## config.mk

```make
export PLATFORM = sky130hd
export DESIGN_NAME = mem_dsram_bridge
export DESIGN_NICKNAME = d
export VERILOG_FILES = /design/src/rtl/mem_dsram_bridge.sv
export SDC_FILE = /design/constraint.sdc
export NUM_CORES = 1
export LEC_CHECK = 0
export ABC_AREA = 1
export BUFFER_PORTS_ARGS = -buffer_cell sky130_fd_sc_hd__buf_4
export CORE_MARGIN = 2
export CORE_UTILIZATION = 45
export DETAILED_ROUTE_END_ITERATION = 8
export GPL_TIMING_DRIVEN = 0
export MAX_ROUTING_LAYER = met4
export PLACE_DENSITY = 0.74
export SYNTH_ARGS = -nofsm -noshare
export SYNTH_HDL_FRONTEND = slang
export SYNTH_SLANG_ARGS = --single-unit
```

## constraint.sdc

```tcl
create_clock -name clk -period 10.41 [get_ports clk]
set_input_delay 2.082 -clock clk [delete_from_list [all_inputs] [get_ports clk]]
set_output_delay 2.082 -clock clk [all_outputs]
set_load 0.01 [all_outputs]
```

## src/rtl/mem_dsram_bridge.sv

```systemverilog
// MEM-stage to SRAM-like data bus bridge: one outstanding access, pipeline stall, load extension.
// Optional bus timeout abort enabled by defining DSRAM_TIMEOUT_EN.
module mem_dsram_bridge #(
   parameter logic [31:0] ADDR_MASK      = 32'h1FFF_FFFF,
   parameter int unsigned TIMEOUT_CYCLES = 255
) (
   input  logic        clk,
   input  logic        rst,
   input  logic        acc_valid,
   input  logic [3:0]  acc_we,
   input  logic [31:0] acc_wdata,
   input  logic [31:0] acc_addr,
   input  logic [2:0]  acc_type,
   input  logic        flush,
   output logic        mem_stall,
   output logic        load_valid,
   output logic [31:0] load_data,
   output logic        bus_err,
   output logic        data_req,
   output logic        data_wr,
   output logic [1:0]  data_size,
   output logic [31:0] data_addr,
   output logic [3:0]  data_wstrb,
   output logic [31:0] data_wdata,
   input  logic        data_addr_ok,
   input  logic        data_data_ok,
   input  logic [31:0] data_rdata
);

   typedef enum logic [1:0] {S_IDLE, S_REQ, S_WAIT, S_DONE} state_e;

   state_e      state_q, state_d;
   logic [31:0] addr_q, addr_d;
   logic [31:0] wdata_q, wdata_d;
   logic [3:0]  we_q, we_d;
   logic [2:0]  type_q, type_d;
   logic [31:0] load_q, load_d;
   logic        discard_q, discard_d;
   logic        timeout;
   logic        abort;
   logic [31:0] ext_data;

   function automatic logic [31:0] extend(input logic [31:0] rd, input logic [1:0] lane,
                                          input logic [2:0] typ);
      logic [7:0]  b;
      logic [15:0] h;
      b = rd[{lane, 3'b000} +: 8];
      h = lane[1] ? rd[31:16] : rd[15:0];
      case (typ[1:0])
         2'b00:   extend = typ[2] ? {24'h0, b} : {{24{b[7]}}, b};
         2'b01:   extend = typ[2] ? {16'h0, h} : {{16{h[15]}}, h};
         default: extend = rd;
      endcase
   endfunction

   assign ext_data = extend(data_rdata, addr_q[1:0], type_q);

`ifdef DSRAM_TIMEOUT_EN
   localparam int CW = (TIMEOUT_CYCLES > 255) ? $clog2(TIMEOUT_CYCLES + 1) : 8;
   logic [CW-1:0] cnt_q;

   // Zero on every REQ entry because it is held clear outside REQ/WAIT.
   always_ff @(posedge clk or posedge rst) begin
      if (rst)                                       cnt_q <= '0;
      else if (state_q == S_REQ || state_q == S_WAIT) cnt_q <= cnt_q + CW'(1);
      else                                           cnt_q <= '0;
   end

   assign timeout = (state_q == S_REQ || state_q == S_WAIT) &&
                    (cnt_q == CW'(TIMEOUT_CYCLES - 1));
`else
   localparam int unsigned timeout_unused = TIMEOUT_CYCLES;
   assign timeout = 1'b0;
`endif

   // Bus handshake: data_req is held with stable addr/wr/size/wstrb/wdata until data_addr_ok
   // accepts the request; data_data_ok completes it (same cycle or later). One access in flight.
   always_comb begin
      state_d    = state_q;
      addr_d     = addr_q;
      wdata_d    = wdata_q;
      we_d       = we_q;
      type_d     = type_q;
      load_d     = load_q;
      discard_d  = discard_q;
      mem_stall  = 1'b0;
      data_req   = 1'b0;
      load_valid = 1'b0;
      abort      = 1'b0;
      case (state_q)
         S_IDLE: begin
            mem_stall = acc_valid & ~flush;
            if (acc_valid && !flush) begin
               addr_d  = acc_addr;
               we_d    = acc_we;
               wdata_d = acc_wdata;
               type_d  = acc_type;
               state_d = S_REQ;
            end
         end
         S_REQ: begin
            data_req  = 1'b1;
            mem_stall = ~flush;
            if (data_addr_ok && data_data_ok) begin
               if (flush) begin
                  state_d = S_IDLE;
               end else begin
                  state_d = S_DONE;
                  if (!data_wr) load_d = ext_data;
               end
            end else if (flush && !data_addr_ok) begin
               state_d = S_IDLE;
            end else if (timeout) begin
               abort     = 1'b1;
               mem_stall = 1'b0;
               state_d   = S_IDLE;
            end else if (data_addr_ok) begin
               discard_d = flush;
               state_d   = S_WAIT;
            end
         end
         S_WAIT: begin
            // A discarded access no longer holds the pipeline, but a new access must wait for us.
            mem_stall = (discard_q | flush) ? (acc_valid & ~flush) : 1'b1;
            if (data_data_ok) begin
               discard_d = 1'b0;
               if (discard_q || flush) begin
                  state_d = S_IDLE;
               end else begin
                  state_d = S_DONE;
                  if (!data_wr) load_d = ext_data;
               end
            end else if (timeout) begin
               abort     = 1'b1;
               mem_stall = 1'b0;
               discard_d = 1'b0;
               state_d   = S_IDLE;
            end else if (flush) begin
               discard_d = 1'b1;
            end
         end
         S_DONE: begin
            load_valid = ~data_wr;
            state_d    = S_IDLE;
         end
         default: state_d = S_IDLE;
      endcase
   end

   always_ff @(posedge clk or posedge rst) begin
      if (rst) begin
         state_q   <= S_IDLE;
         addr_q    <= '0;
         wdata_q   <= '0;
         we_q      <= '0;
         type_q    <= '0;
         load_q    <= '0;
         discard_q <= 1'b0;
      end else begin
         state_q   <= state_d;
         addr_q    <= addr_d;
         wdata_q   <= wdata_d;
         we_q      <= we_d;
         type_q    <= type_d;
         load_q    <= load_d;
         discard_q <= discard_d;
      end
   end

   assign bus_err    = abort;
   assign data_wr    = |we_q;
   assign data_size  = type_q[1:0];
   assign data_addr  = addr_q & ADDR_MASK;
   assign data_wstrb = we_q;
   assign data_wdata = wdata_q;
   assign load_data  = load_q;

endmodule

```

==> metrics.md <==
| Metric | Value |
|---|---|
| Outcome | complete, no violations |
| Pwr Density | 282 mW/mm^2 |
| Grt met2 use | 39.5% |
| Worst-path fanout max | 6 |
| Final cell count without fillers | 885 |
| CTS buffer count | 9 |
| Async SR Flop Fraction | 100% |
| R2R cell count | 10 |
| Die area | 0.0118 sq mm |
| Setup tns final | 0 ns |
| Logic gate share of total power | 50.2% |
| Number of global-route vias before repair | 4387 |
| Synth area leader | dfrtp_1 |
| Synth area leaders | dfrtp_1 52%, mux2_2 12%, nand2_1 12% |
| WHS Path Cells | 2 |
| Die Y | 109 um |
| Min-delay src | load_data[14]$_DFFE_PP0P_ |
| Max H-tree Level | 3 |
| Final hold vios | 0 |
| Kind of end point of the critical path | primary output |
| Clock transition at path regs | 0.09 ns |
| Net Switching | 739 uW |
| Final Util | 64.3% |
| WP data arrival | 2.88 ns |
| Routed wire length | 13300 um |
| Max cap viols | 0 |
| DRT iter0 DRCs | 208 |
| Worst-Skew Late Latency | 0.37 ns |
| CTS tree | yes |
| Worst setup path category | input pin to primary output |
| Fin Hold WS | 0.490 ns |
| Chip Width | 109 um |
| Portion of total power attributed to the clock network | 13.0% |
| Dpl cells | 869 |
| Clock buffer depth | 2 |
| Synth unique cells | 27 |
| Core area | 0.0107 sq mm |
| Clock skew | 0.00686 ns |
| First-pass GRT wire length | 20800 um |
| Rel. slew slack | 56.2% |
| Max VDD drop | 0.000163 V |
| Sequential Power Share | 36.9% |
| FF-to-FF Start | state_q[0]$_DFFE_PP0P_ |
| Largest net degree at the start of global routing | 63 |
| RD Place Congestion | 0.961 |
| Pleak | 0.00370 uW |
| Class of the worst hold path | flop to flop |
| Total grt overflow | 0 |
| I/O pin count | 216 |
| CTS sink cnt | 103 |
| Register bit count reported by yosys | 103 |
| Post-cts sizing count | 0 |
| Crit-path cells | buf_4 > inv_2 > nand2_1 > inv_2 > o21ai_0 > a21oi_1 > buf_4 |
| NumNets Final | 854 |
| Routed Antenna Nets | 0 |
| Post-synth top cells | 159 x nand2_1, 103 x dfrtp_1, 65 x nor2_1 |
| Setup Fix Bufs, Post-CTS | 0 |
| Initial core utilization | 45.9% |
| Share of cells above drive strength 1 | 44.0% |
| # rows | 38 |
| Int Power | 1210 uW |
| DR WL/cell | 15.0 um |
| Routed via count | 4359 |
| Via-per-instance ratio | 4.93 |
| Unrepaired setup endpoints after global routing | no |
| GRT met1 Usage | 27.0% |
| Met3 GRT Util | 7.29% |
| Post-Syn Area per Cell | 9.53 sq um |
| Crit. Startpoint | flush |
| Synth top area share | 52.3% |
| Max Freq | 0.202 GHz |
| Hold-fix buffers, CTS | 0 |
| Antenna diode count | 0 |
| Seq/Total Area, Yosys | 52.3% |
| Fin. max-slew vios | 0 |
| Synth Flop Type | dfrtp_1 |
| Initial antenna violation count | 0 |
| Mapped cell area | 0.00493 sq mm |
| Worst Path Required | 8.33 ns |
| Root Buffer | clkbuf_8 |
| HPWL Detailed | 10600 um |
| DRC viols | 0 |
| Switching part of the total | 38.0% |
| Input/output buffers | 208 |
| GRT Total Usage | 23.6% |
| CP peak stage delay | 0.16 ns |
| Area delta synth->final | 40.2% |
| Post-Synthesis Cells | 517 |
| Post-synth EDFFs | 0 |
| Most Used Layer, Global Route | met2 |
| Slew @ Worst Pin | 0.658 ns |
| Period utilization | 47.7% |
| Minimum clock period | 4.96 ns |
| Cell with the most instances after synthesis | nand2_1 |
| Setup crit start kind | input pin |
| Final setup fails | 0 |
| Synth warn | 0 |
| Detailed Routing Iterations Pass 1 | 4 |
| Worst path slowest cell | a21oi_1 |
per-layer routing:
| metal | wire [um] | vias to the layer above | part of all wire [%] |
|---|---|---|---|
| li1 | - | 2072 | - |
| met1 | 5280 | 2065 | 40 |
| met2 | 6560 | 206 | 49 |
| met3 | 1260 | 16 | 9.4 |
| met4 | 213 | 0 | 1.6 |
| met5 | 0 | - | 0 |
final timing paths:
path                       slack (ns)                          to
setup / recovery                 5.45                   mem_stall
hold / removal                   0.49   load_data[14]$_DFFE_PP0P_
setup reg to reg                 8.57   load_data[18]$_DFFE_PP0P_
hold reg to reg                  0.49   load_data[14]$_DFFE_PP0P_
max in group asynchronous        7.96      state_q[0]$_DFFE_PP0P_
min in group asynchronous        1.76  data_wdata[16]$_DFFE_PP0P_
area by class of cell:
| type | count | area (sq um) |
|---|---|---|
| repair buffers | 209 | 1590 |
| flip-flops and latches | 103 | 2580 |
| clock buffers | 13 | 179 |
| multi-input cells | 356 | 2020 |
| fillers | 918 | 3840 |
| inverters | 34 | 140 |
| clock inverters | 3 | 25.0 |
| well taps | 140 | 175 |
| plain buffers | 27 | 199 |
critical path, delay by kind of cell:
kind,cells,cell delay (ns)
AOI/OAI and AO/OA,2,0.25
buffers and inverters,4,0.45
and+or+nand+nor,1,0.10
cells in the final DEF, fill, tap and decap left out:
cell	count
a21oi_1	17
a21oi_2	10
buf_16	1
buf_2	9
buf_4	215
buf_6	8
clkbuf_1	3
clkbuf_8	13
clkinv_4	2
clkinvlp_4	1
conb_1	4
dfrtp_1	103
ha_1	5
inv_1	27
inv_2	4
inv_4	2
inv_8	1
mux2_1	9
mux2_2	54
nand2_1	159
nand2_2	2
nand2_4	2
nand2_8	1
nand3_1	10
nand3_2	2
nand4_1	1
nor2_1	65
nor2_8	1
nor3_1	1
o21a_1	1
o21ai_0	12
kinds of logic (layout without fill, tap and decap cells):
kind of cell             after synthesis  after routing  synth area share, %
AO/OA/AOI/OAI                         40             40                 4.88
adder cells (fa/ha/maj)                5              5                 1.27
buffers and inverters                 61            286                 6.83
flip-flops                           103            103                 52.3
multiplexers                          63             63                 14.4
other                                  1              4               0.0761
AND/OR/NAND/NOR                      244            244                 20.2
per-stage QoR:
stage,area (sq um),total power [uW],worst slack [ns]
after floorplan,4940,1240,5.62
after global placement,6680,1670,4.53
after detailed placement,6710,1710,5.46
after CTS,6910,1970,5.46
after global routing,6910,2080,5.34
final,6910,1950,5.45
flip-flops by register name, summed over array words and instances (netlist names):
register	cells
discard_q	1
type_q	3
data_wstrb	4
data_wdata	32
addr_q	29
state_q	2
load_data	32
power groups by stage:
stage	Sequential [uW]	Combinational, uW	Clock [uW]
final	718	977	253
after global routing	741	1070	275
after CTS	718	988	260
after detailed placement	723	985	0
after global placement	711	964	0
after floorplan	794	444	0
No activity file was read; power rests on OpenSTA's default activity.
